`config.mk`:
```
export PLATFORM = sky130hd
export DESIGN_NAME = uart_slip_framer
export DESIGN_NICKNAME = d
export VERILOG_FILES = /design/src/rtl/uart_slip_framer.sv
export SDC_FILE = /design/constraint.sdc
export NUM_CORES = 1
export LEC_CHECK = 0
export BUFFER_PORTS_ARGS = -buffer_cell sky130_fd_sc_hd__buf_4
export CORE_ASPECT_RATIO = 0.75
export CORE_UTILIZATION = 54
export DETAILED_ROUTE_END_ITERATION = 8
export PLACE_DENSITY_LB_ADDON = 0.2
export SLEW_MARGIN = 20
export SYNTH_ARGS = -nofsm -noshare
export SYNTH_HDL_FRONTEND = slang
export SYNTH_SLANG_ARGS = --single-unit
export TNS_END_PERCENT = 10
```
`constraint.sdc`:
```
create_clock -name aclk -period 1.9 [get_ports aclk]
set_input_delay 0.285 -clock aclk [delete_from_list [all_inputs] [get_ports aclk]]
set_output_delay 0.285 -clock aclk [all_outputs]
set_load 0.05 [all_outputs]
```
`src/rtl/uart_slip_framer.sv`:
```
// SLIP (RFC 1055) framer feeding the UART transmitter. It encodes an AXI-Stream byte packet,
// optionally appends a stuffed XOR checksum, and emits one encoded byte per output beat.
module uart_slip_framer #(
   parameter bit LEADING_END = 1'b1,
   parameter bit CHECKSUM_EN = 1'b1
) (
   input  logic        aclk,
   input  logic        aresetn,
   input  logic [7:0]  s_axis_tdata,
   input  logic        s_axis_tvalid,
   output logic        s_axis_tready,
   input  logic        s_axis_tlast,
   output logic [15:0] m_axis_tdata,
   output logic        m_axis_tvalid,
   input  logic        m_axis_tready,
   output logic [31:0] frame_count
);

   localparam logic [7:0] SLIP_END = 8'hC0;
   localparam logic [7:0] SLIP_ESC = 8'hDB;
   localparam logic [7:0] ESC_END  = 8'hDC;
   localparam logic [7:0] ESC_ESC  = 8'hDD;

   typedef enum logic [2:0] {
      ST_IDLE      = 3'd0,
      ST_SOF       = 3'd1,
      ST_DATA      = 3'd2,
      ST_ESC2      = 3'd3,
      ST_CSUM      = 3'd4,
      ST_CSUM_ESC2 = 3'd5,
      ST_EOF       = 3'd6
   } state_t;

   function automatic logic f_needs_esc(input logic [7:0] b);
      return (b == SLIP_END) || (b == SLIP_ESC);
   endfunction

   function automatic logic [7:0] f_esc_code(input logic [7:0] b);
      return (b == SLIP_END) ? ESC_END : ESC_ESC;
   endfunction

   state_t      r_state;
   logic [7:0]  r_csum;
   logic [7:0]  r_pend;
   logic        r_last;
   logic [7:0]  r_tdata;
   logic        r_tvalid;
   logic        r_is_eof;
   logic [31:0] r_frame_count;

   state_t      w_state_nxt;
   state_t      w_tail_state;
   logic [7:0]  w_csum_nxt;
   logic [7:0]  w_pend_nxt;
   logic        w_last_nxt;
   logic        w_load;
   logic [7:0]  w_load_data;
   logic        w_load_eof;
   logic        w_load_ok;
   logic        w_in_hs;

   assign w_load_ok     = !r_tvalid || m_axis_tready;
   assign s_axis_tready = w_load_ok && (r_state == ST_DATA);
   assign w_in_hs       = s_axis_tvalid && s_axis_tready;
   assign w_tail_state  = CHECKSUM_EN ? ST_CSUM : ST_EOF;

   assign m_axis_tdata  = {8'h00, r_tdata};
   assign m_axis_tvalid = r_tvalid;
   assign frame_count   = r_frame_count;

   // Next-state and output-load decode; every emitted byte passes through w_load_data.
   always_comb begin
      w_state_nxt = r_state;
      w_csum_nxt  = r_csum;
      w_pend_nxt  = r_pend;
      w_last_nxt  = r_last;
      w_load      = 1'b0;
      w_load_data = 8'h00;
      w_load_eof  = 1'b0;
      case (r_state)
         ST_IDLE: begin
            if (s_axis_tvalid) begin
               w_csum_nxt  = 8'h00;
               w_state_nxt = LEADING_END ? ST_SOF : ST_DATA;
            end else begin
               w_state_nxt = ST_IDLE;
            end
         end
         ST_SOF: begin
            if (w_load_ok) begin
               w_load      = 1'b1;
               w_load_data = SLIP_END;
               w_state_nxt = ST_DATA;
            end else begin
               w_state_nxt = ST_SOF;
            end
         end
         ST_DATA: begin
            if (w_in_hs) begin
               w_csum_nxt = r_csum ^ s_axis_tdata;
               w_last_nxt = s_axis_tlast;
               w_load     = 1'b1;
               if (f_needs_esc(s_axis_tdata)) begin
                  w_load_data = SLIP_ESC;
                  w_pend_nxt  = f_esc_code(s_axis_tdata);
                  w_state_nxt = ST_ESC2;
               end else begin
                  w_load_data = s_axis_tdata;
                  w_state_nxt = s_axis_tlast ? w_tail_state : ST_DATA;
               end
            end else begin
               w_state_nxt = ST_DATA;
            end
         end
         ST_ESC2: begin
            // tlast was captured with the escaped byte, so the frame still closes here
            if (w_load_ok) begin
               w_load      = 1'b1;
               w_load_data = r_pend;
               w_state_nxt = r_last ? w_tail_state : ST_DATA;
            end else begin
               w_state_nxt = ST_ESC2;
            end
         end
         ST_CSUM: begin
            if (w_load_ok) begin
               w_load = 1'b1;
               if (f_needs_esc(r_csum)) begin
                  w_load_data = SLIP_ESC;
                  w_pend_nxt  = f_esc_code(r_csum);
                  w_state_nxt = ST_CSUM_ESC2;
               end else begin
                  w_load_data = r_csum;
                  w_state_nxt = ST_EOF;
               end
            end else begin
               w_state_nxt = ST_CSUM;
            end
         end
         ST_CSUM_ESC2: begin
            if (w_load_ok) begin
               w_load      = 1'b1;
               w_load_data = r_pend;
               w_state_nxt = ST_EOF;
            end else begin
               w_state_nxt = ST_CSUM_ESC2;
            end
         end
         ST_EOF: begin
            if (w_load_ok) begin
               w_load      = 1'b1;
               w_load_data = SLIP_END;
               w_load_eof  = 1'b1;
               w_state_nxt = ST_IDLE;
            end else begin
               w_state_nxt = ST_EOF;
            end
         end
         default: begin
            w_state_nxt = ST_IDLE;
         end
      endcase
   end

   // FSM state and per-frame context (checksum, pending escape code, latched tlast).
   always_ff @(posedge aclk or negedge aresetn) begin
      if (!aresetn) begin
         r_state <= ST_IDLE;
         r_csum  <= 8'h00;
         r_pend  <= 8'h00;
         r_last  <= 1'b0;
      end else begin
         r_state <= w_state_nxt;
         r_csum  <= w_csum_nxt;
         r_pend  <= w_pend_nxt;
         r_last  <= w_last_nxt;
      end
   end

   // Output register; r_is_eof tags the trailing END so only its handshake counts a frame.
   always_ff @(posedge aclk or negedge aresetn) begin
      if (!aresetn) begin
         r_tdata  <= 8'h00;
         r_tvalid <= 1'b0;
         r_is_eof <= 1'b0;
      end else if (w_load) begin
         r_tdata  <= w_load_data;
         r_tvalid <= 1'b1;
         r_is_eof <= w_load_eof;
      end else if (m_axis_tready) begin
         r_tvalid <= 1'b0;
         r_is_eof <= 1'b0;
      end else begin
         r_tvalid <= r_tvalid;
         r_is_eof <= r_is_eof;
      end
   end

   // Completed-frame counter, wrapping naturally at 2^32.
   always_ff @(posedge aclk or negedge aresetn) begin
      if (!aresetn) begin
         r_frame_count <= 32'd0;
      end else if (r_tvalid && m_axis_tready && r_is_eof) begin
         r_frame_count <= r_frame_count + 32'd1;
      end else begin
         r_frame_count <= r_frame_count;
      end
   end

endmodule

```
---- Word level (Yosys, flattened, before mapping) ----
Cells that the tools add are included.
word-level totals
  register bits ........................... 62
  bits of input ports ..................... 13
  output and inout bits ................... 50
  word-level logic and storage cells ...... 79
operators by class
  add/subtract/negate cells ............... 1
  equality and inequality tests ........... 15
  multiplexer cells ....................... 36
  bitwise operators ....................... 1
  reductions and logical operators ........ 18
operator list
  operator                                                                  count
  8-bit two-way mux                                                         12
  32-bit by 1-bit adder with 32-bit output (second input constant)          1
  8-bit equality test (second input constant)                               4
  8-bit case mux with 2 select lines                                        2
  8-bit case mux with 4 select lines                                        1
  3-bit two-way mux                                                         7
  3-bit case mux with 7 select lines                                        1
  3-bit equality test (second input constant)                               3
  1-bit two-way mux                                                         9
  2-bit inequality test (second input constant)                             4
  8-bit bitwise XOR                                                         1
  3-bit by 2-bit equality test with 1-bit output (second input constant)    2
  2-bit two-way mux                                                         3
  2-bit nonzero test                                                        3
  5-bit AND reduction                                                       1
  5-bit OR reduction                                                        1
  1-bit logical AND                                                         4
  2-bit OR reduction                                                        2
  3-bit by 1-bit equality test with 1-bit output (second input constant)    1
  3-bit logical NOT                                                         1
  1-bit logical OR                                                          3
  3-bit AND reduction                                                       1
  2-bit by 1-bit inequality test with 1-bit output (second input constant)  1
  1-bit case mux with 2 select lines                                        1
  2 further kinds                                                           2

---- Logic depth before layout (Yosys ltp) ----
Gate-level depths: netlist of the first run.
  word-level depth ........................ 7
  depth in mapped cells ................... 6
  depth with buffers taken out ............ 5

---- Worst setup path before layout of the first run ----
Ideal clock, no wire load.
  path kind ............................... reg2reg
  start ................................... register r_frame_count[0] (netlist: frame_count[0])
  end ..................................... register r_frame_count[12] (netlist: frame_count[12])
  setup time .............................. 142 ps
  arrival ................................. 1815 ps
  required time ........................... 1758 ps
  path slack .............................. -57 ps
  cell stages (with the launch flop) ...... 7
  cells stage by stage .................... dfrtp_1 > ha_1 > nand4_1 > nor4_1 > buf_4 > nand4_1 > xnor2_1
between the ends
  cells in the longest elaborated chain, start to end .. 1
RTL lines
  item                                      RTL line  text
  start, declared                           49        logic [31:0] r_frame_count;
  start signal, assigned                    204       r_frame_count <= r_frame_count + 32'd1;
  start signal, assigned                    206       r_frame_count <= r_frame_count;
  32-bit by 1-bit adder with 32-bit output  204
Every way passes these cells.
A chain may end at the register's enable or synchronous reset.

---- Worst setup path in the final report of the first run ----
  start ................................... register r_state[0]
  end ..................................... output port s_axis_tready
between the ends
  cells in the longest elaborated chain, start to end .. 2
RTL lines
  item                                            RTL line  text
  start, declared                                 42        state_t r_state;
  start signal, assigned                          173       r_state <= w_state_nxt;
  3-bit by 2-bit equality test with 1-bit output  63        assign s_axis_tready = w_load_ok && (r_state == ST_DATA);
  1-bit logical AND                               63
  end, declared                                   11        output logic s_axis_tready,
Every way passes these cells.

==> results of run 1 <==
## metal layers
layer	vias up	part of all wire (%)
li1	1091	-
met1	1073	49
met2	89	43
met3	2	7.8
met4	0	0.48
met5	-	0
## metrics by stage
step	instance area [µm²]	total power (µW)	setup WS [ps]	hold slack [ps]	std cells
floorplan	2880	2830	11.1	-10.6	277
global placement	3360	3340	200	385	398
detailed placement	3360	3350	203	379	398
CTS	3490	4160	32.4	28.9	406
global route	3490	4390	6.22	66.9	406
finish	3490	4150	84.5	6.41	406
## power groups by stage
stage,Combinational [µW],Clock [µW],Sequential [µW]
2_1_floorplan,844,0,1980
3_3_place_gp,1680,0,1660
3_5_place_dp,1680,0,1670
4_1_cts,1700,814,1650
5_1_grt,1840,863,1690
6_report,1700,791,1650
## final cells by class
cell class / instances / area, µm² / area share, %
Timing Repair Buffer: 68 / 510 / 14.6
Inverter: 3 / 11.3 / 0.323
Tap cell: 72 / 90.1 / 2.58
Sequential cell: 56 / 1410 / 40.3
Clock buffer: 5 / 68.8 / 1.97
Clock inverter: 3 / 47.5 / 1.36
Multi-Input combinational cell: 199 / 1350 / 38.8
## synth_stat cells (2+ instances only)
cell type	n	area, µm²
nor3_1	3	15.0
nand3_1	16	80.1
nand4_1	25	156
dfrtp_1	56	1400
nand2_1	26	97.6
inv_1	3	11.3
a21oi_1	7	35.0
nor3b_2	2	25.0
and3_1	7	43.8
nand2b_1	3	18.8
nor2_1	13	48.8
and4_1	4	35.0
and4bb_2	2	25.0
mux2i_1	2	20.0
buf_4	10	75.1
buf_2	6	30.0
a222oi_1	3	30.0
nor2b_1	4	25.0
o21ai_0	6	30.0
nor4_4	3	63.8
o2111ai_1	4	35.0
xor2_1	15	131
xnor2_1	25	219
clkbuf_1	3	11.3
nand3b_1	2	15.0
## final timing paths
| check | start | endpoint | slack, ps |
|---|---|---|---|
| max | r_state[0] | s_axis_tready | 80 |
| min | aresetn | frame_count[0] | 6 |
| max reg2reg | m_axis_tvalid | r_tdata[0] | 200 |
| min reg2reg | frame_count[31] | frame_count[31] | 490 |
| max in group asynchronous | aresetn | r_state[0] | 1390 |
| min in group aclk | s_axis_tdata[5] | r_tdata[5] | 220 |
## repair_timing
item	4_1_cts	5_1_grt
endpoints found under the setup margin	1	1
gates resized for setup	2	1
buffers inserted	0	0
gates cloned	0	0
## cell families (layout without fill, tap and decap cells)
| kind of cell | count (synthesis) | in the layout |
|---|---|---|
| AO/OA/AOI/OAI | 29 | 29 |
| XOR/XNOR | 40 | 40 |
| adder cells (fa/ha/maj) | 1 | 1 |
| buffers and inverters | 22 | 79 |
| flip-flops | 56 | 56 |
| multiplexers | 3 | 3 |
| other | 1 | 8 |
| AND/OR/NAND/NOR | 118 | 118 |
## critical path, delay by kind of cell, from the launching register on
kind | cells | cell delay [ps]
buf+inv | 1 | 190
flops | 1 | 490
simple gates | 3 | 540
## flip-flops by register name, indices dropped and copies added, names as in the netlist
| signal | cells |
|---|---|
| m_axis_tvalid | 1 |
| r_csum | 8 |
| r_tdata | 8 |
| r_last | 1 |
| r_pend | 2 |
| r_is_eof | 1 |
| frame_count | 32 |
| r_state | 3 |
==> results.md, run 1 <==
- Unrepaired setup endpoints after global routing: no
- # nets final: 347
- Cell chosen for the clock root: clkbuf_8
- Critical Path Start Type: register
- Library cell contributing the largest single delay on the critical path: dfrtp_2
- Count of port buffers added during placement: 54
- End-of-flow core utilization: 70.0%
- Starting DRC count in detailed routing: 278
- Overall routing resource usage: 24.2%
- Insertion delay to the later sink of the worst-skew pair: 310 ps
- Maximum operating frequency: 0.551 GHz
- Number of max-slew violations in the final report: 0
- WL final: 6.10 mm
- Clock power share: 19.1%
- Setup skew after layout: 6.12 ps
- Sinks on the clock net: 56
- Fraction of the yosys area taken by sequential cells: 49.2%
- Internal power: 2450 µW
- Share of total power consumed by net switching: 41.0%
- Floorplan die height: 64.9 µm
- Met1 GRT Util: 36.8%
- Number of flops mapped to enable cells by yosys: 0
- Path class of the lowest-slack min-delay path: in -> async
- Final routed DRC violation total: 0
- Accumulated negative setup slack: 0 ps
- Filler cell count: 402
- Yosys warnings: 0
- Number of hold buffers added after CTS: 0
- Most frequent cells in the layout: 68 x buf_4, 53 x dfrtp_1, 26 x nand2_1
- Outcome: complete, no violations
- Area of the die: 5570 µm²
- Number of antenna-violating nets in the routed design: 0
- Cell count after synthesis: 270
- Reported max-cap violation count: 0
- GR Layer Usage met3: 5.73%
- XOR/XNOR share of the synthesized area: 12.3%
- Share of post-route cells with drive strength above 1: 27.8%
- Average wire per standard cell: 15.0 µm
- Die extent in x: 85.9 µm
- Dominant combinational cell family by area after synthesis: simple AND/OR/NAND/NOR gates
- Endpoint arrival time on the critical path: 1530 ps
- Initial standard-cell utilization of the core: 57.2%
- Maximum buffer depth of the clock tree: 2
- Critical path start-end classification: reg -> out
- Area of the placeable core: 4980 µm²
- Number of antenna violations at the first check in global routing: 0
- Gr ovfl total: 0
- CTS clk-pin slew, worst paths: 100 ps
- Number of rows created at floorplan: 22
- Req. time, crit path: 1620 ps
- Leakage power: 0.00166 µW
- DR vias: 2,255
- CTS Buf Count: 5
- Number of diodes: 0
- Routability cong.: 0.903
- Multiplexer fraction of the synthesized cell area: 1.10%
- Number of levels the H-tree was split into: 2
- Part of the power in registers: 39.9%
- Number of distinct library cell variants in the gate-level netlist after synthesis: 45
- Vias in the first global route: 2,056
- Setup-violating endpoint count in the final report: 0
- Clock tree from TritonCTS: done
- Largest net degree at the start of global routing: 57
- FF+latch count, synth: 56
- Compound-gate portion of the synthesized area: 7.20%
- Combinational cell fraction of total power: 41.1%
- Synthesis-to-layout area growth: 22.4%
- Category of the worst setup path capture point: primary output
- Crit-path cells: nor2b_4 > nor2b_1 > and2_1 > buf_4
- Length in cells of the worst reg-to-reg path: 4
- Summed instance area of the synthesized netlist: 2850 µm²
- Largest voltage drop on the vdd net: 835 µV
- Worst Max-Slew Pin Slew: 704 ps
- PwrDens: 1190 nW/µm²
- Top_reg_cell synth: dfrtp_1
- Share of synthesized cell area in full adder, half adder and majority cells: 0.439%
- Largest stage delay on the critical path: 490 ps
- Number of hold violations in the final report: 0
- Peak-usage layer in the global routing report: met1
- Final period util: 95.6%
- Post-detailed-placement half-perimeter wirelength: 4.41 mm
- Average size of a mapped cell: 10.6 µm²
- Met2 capacity usage during global routing: 34.3%
- Slew HR: 53.1%
- Number of top-level pins: 63
- Share of flip-flops with an asynchronous set or reset after synthesis: 100%
- Length of the first detailed-routing pass in iterations: 5
- Net switching power: 1700 µW
- Time the worst path needs with I/O delays and setup: 1820 ps
- Most frequent standard cell in the layout excluding fill and tap cells: buf_4
- Worst-path fanout max: 6
- Synth Area in Simple Gates: 25.2%
- Avg Vias per Cell: 5.55
- First-pass GRT wire length: 10.3 mm
Note: power is estimated with default switching activity, not from simulation.
==> run 2: changes to the inputs <==
--- a/config.mk
+++ b/config.mk
@@ -9,9 +9,9 @@
 export CORE_ASPECT_RATIO = 0.75
 export CORE_UTILIZATION = 54
 export DETAILED_ROUTE_END_ITERATION = 8
-export PLACE_DENSITY_LB_ADDON = 0.2
+export PLACE_DENSITY = 0.8
 export SLEW_MARGIN = 20
 export SYNTH_ARGS = -nofsm -noshare
 export SYNTH_HDL_FRONTEND = slang
 export SYNTH_SLANG_ARGS = --single-unit
-export TNS_END_PERCENT = 10
+export TNS_END_PERCENT = 100
==> run 2 against run 1 <==
  * Hold slack gained 13 ps
  * Via count grew 5.2%
  * Core utilization grew 0.28 points
  * Clock power grew 12%
  * Critical path depth is the same
  * Cell count shrank 0.25%
  * Sequential power is essentially flat
  * Highest routed layer unchanged
==> results.md, run 2 (same netlist as run 1, synthesis figures left out) <==
- Starting DRC count in detailed routing: 145
- Final routed DRC violation total: 0
- Reg-to-Reg Start: r_state[2]
- Count of port buffers added during placement: 54
- # nets final: 347
- Number of antenna-violating nets in the routed design: 0
- Endpoint of the worst-slack reg-to-reg timing path: r_pend[0]
- Critical Path Start: r_state[1]
- Most frequent standard cell in the layout excluding fill and tap cells: buf_4
- WL final: 6.44 mm
- Area of the placeable core: 4980 µm²
- Largest stage delay on the critical path: 420 ps
- Reported max-cap violation count: 0
- Slew HR: 53.3%
- Unrepaired setup endpoints after global routing: no
- Endpoint arrival time on the critical path: 1500 ps
- Vias in the first global route: 2,210
- Top Metal Used: met4
- Synthesis-to-layout area growth: 22.9%
- PwrDens: 1230 nW/µm²
- Post-route cell area: 3500 µm²
- Critical Path Start Type: register
- Post-detailed-placement half-perimeter wirelength: 4.63 mm
- Largest voltage drop on the vdd net: 1030 µV
- Crit-path cells: nor2b_4 > nor2b_1 > and2_1 > buf_4
- Worst path bufs/invs: 1
- Sinks on the clock net: 56
- Gr ovfl total: 0
- Largest net degree at the start of global routing: 57
- Final period util: 94.0%
- Accumulated negative setup slack: 0 ps
- Detail Route met3 WL: 388 µm
- Die extent in x: 85.9 µm
- Area of the die: 5570 µm²
- Clock tree from TritonCTS: done
- Flip-flop count of the largest register after layout: 32
- Category of the worst setup path capture point: primary output
- Outcome: complete, no violations
- Share of post-route cells with drive strength above 1: 27.9%
- Initial standard-cell utilization of the core: 57.2%
- Insertion delay to the later sink of the worst-skew pair: 300 ps
- Setup-violating endpoint count in the final report: 0
- Req. time, crit path: 1620 ps
- Maximum operating frequency: 0.560 GHz
- Met2 layer wire length in the routed design: 3.04 mm
- Worst slack, placed: 220 ps
- Length in cells of the worst reg-to-reg path: 4
- Worst setup margin: 114 ps
- Number of max-slew violations in the final report: 0
- Avg Vias per Cell: 5.86
- Cell type group with the largest total delay on the critical path: simple AND/OR/NAND/NOR gates
- DR vias: 2,373
- CTS Buf Count: 5
- Number of top-level pins: 63
- Critical path start-end classification: reg -> out
- Floorplan die height: 64.9 µm
- Path length in cells of the critical path: 4
- Number of rows created at floorplan: 22
- Setup skew after layout: 8.13 ps
- Number of diodes: 0
- Overall routing resource usage: 25.0%
- Number of levels the H-tree was split into: 2
- Leakage power: 0.00167 µW
- Endpoint of the most critical setup path: s_axis_tready
- Setup slack on the worst flop-to-flop path: 160 ps
- Length of the first detailed-routing pass in iterations: 5
- Wire length on met1: 2.93 mm
- Worst Max-Slew Pin Slew: 701 ps
- Library cell contributing the largest single delay on the critical path: dfrtp_1
- Time the worst path needs with I/O delays and setup: 1790 ps
- Filler cell count: 372
- Path class of the lowest-slack min-delay path: in -> async
- Number of hold violations in the final report: 0
- End-of-flow core utilization: 70.3%
- First-pass GRT wire length: 10.8 mm
- Average wire per standard cell: 15.9 µm
- Maximum buffer depth of the clock tree: 2
- CTS clk-pin slew, worst paths: 100 ps
- Cell chosen for the clock root: clkbuf_8
- Routability cong.: 0.901
- Dpl cell area: 3350 µm²
- Most frequent cells in the layout: 68 x buf_4, 53 x dfrtp_1, 26 x nand2_1
- Number of antenna violations at the first check in global routing: 0
- Worst-path fanout max: 6
run 2: cell count changes in the layout (fill, tap and decap cells not counted):
cell       change
a311o_2        +1
bufinv_16      +1
clkinv_4       -2
a311o_1        -1
run 2: how the worst min path moves through the flow:
stage               startpoint        endpoint  slack (ps)  cells after the start
floorplan              aresetn  frame_count[0]         -10                      0
global placement       aresetn  frame_count[3]         380                      1
detailed placement     aresetn        r_is_eof         380                      1
CTS                    aresetn  frame_count[6]          40                      1
global route           aresetn  frame_count[3]          60                      1
finish                 aresetn  frame_count[6]          20                      1
run 2: routing by layer:
metal  global-route usage, %  vias up
met4                    7.29        0
met3                    4.20       12
met2                    38.1      118
met5                       0        -
met1                    36.8     1160
li1                        -     1083
run 2: area by class of cell:
type	instances	area, µm²	share of cell area [%]
repair buffers	68	510	14.6
inverters	3	11.3	0.322
clock buffers	5	68.8	1.97
well taps	72	90.1	2.57
clock inverters	2	60.1	1.72
multi-input cells	199	1360	38.7
flip-flops and latches	56	1410	40.1
run 2: what timing repair did:
action	4_1_cts	5_1_grt
hold buffers	0	0
pin swaps	0	1
endpoints found under the setup margin	1	1
gates resized for setup	1	3
buffers inserted	0	1
run 2: per-stage QoR:
stage	hold WS [ps]	total power [µW]	instances
global route	59.2	4550	405
finish	19.5	4290	405
floorplan	-10.6	2830	277
CTS	43.4	4270	404
global placement	385	3330	397
detailed placement	382	3360	397
run 2: power breakdown:
part	switching [µW]	internal (µW)
clock	367	519
combinational	1100	634
sequential	245	1420
total	1720	2570
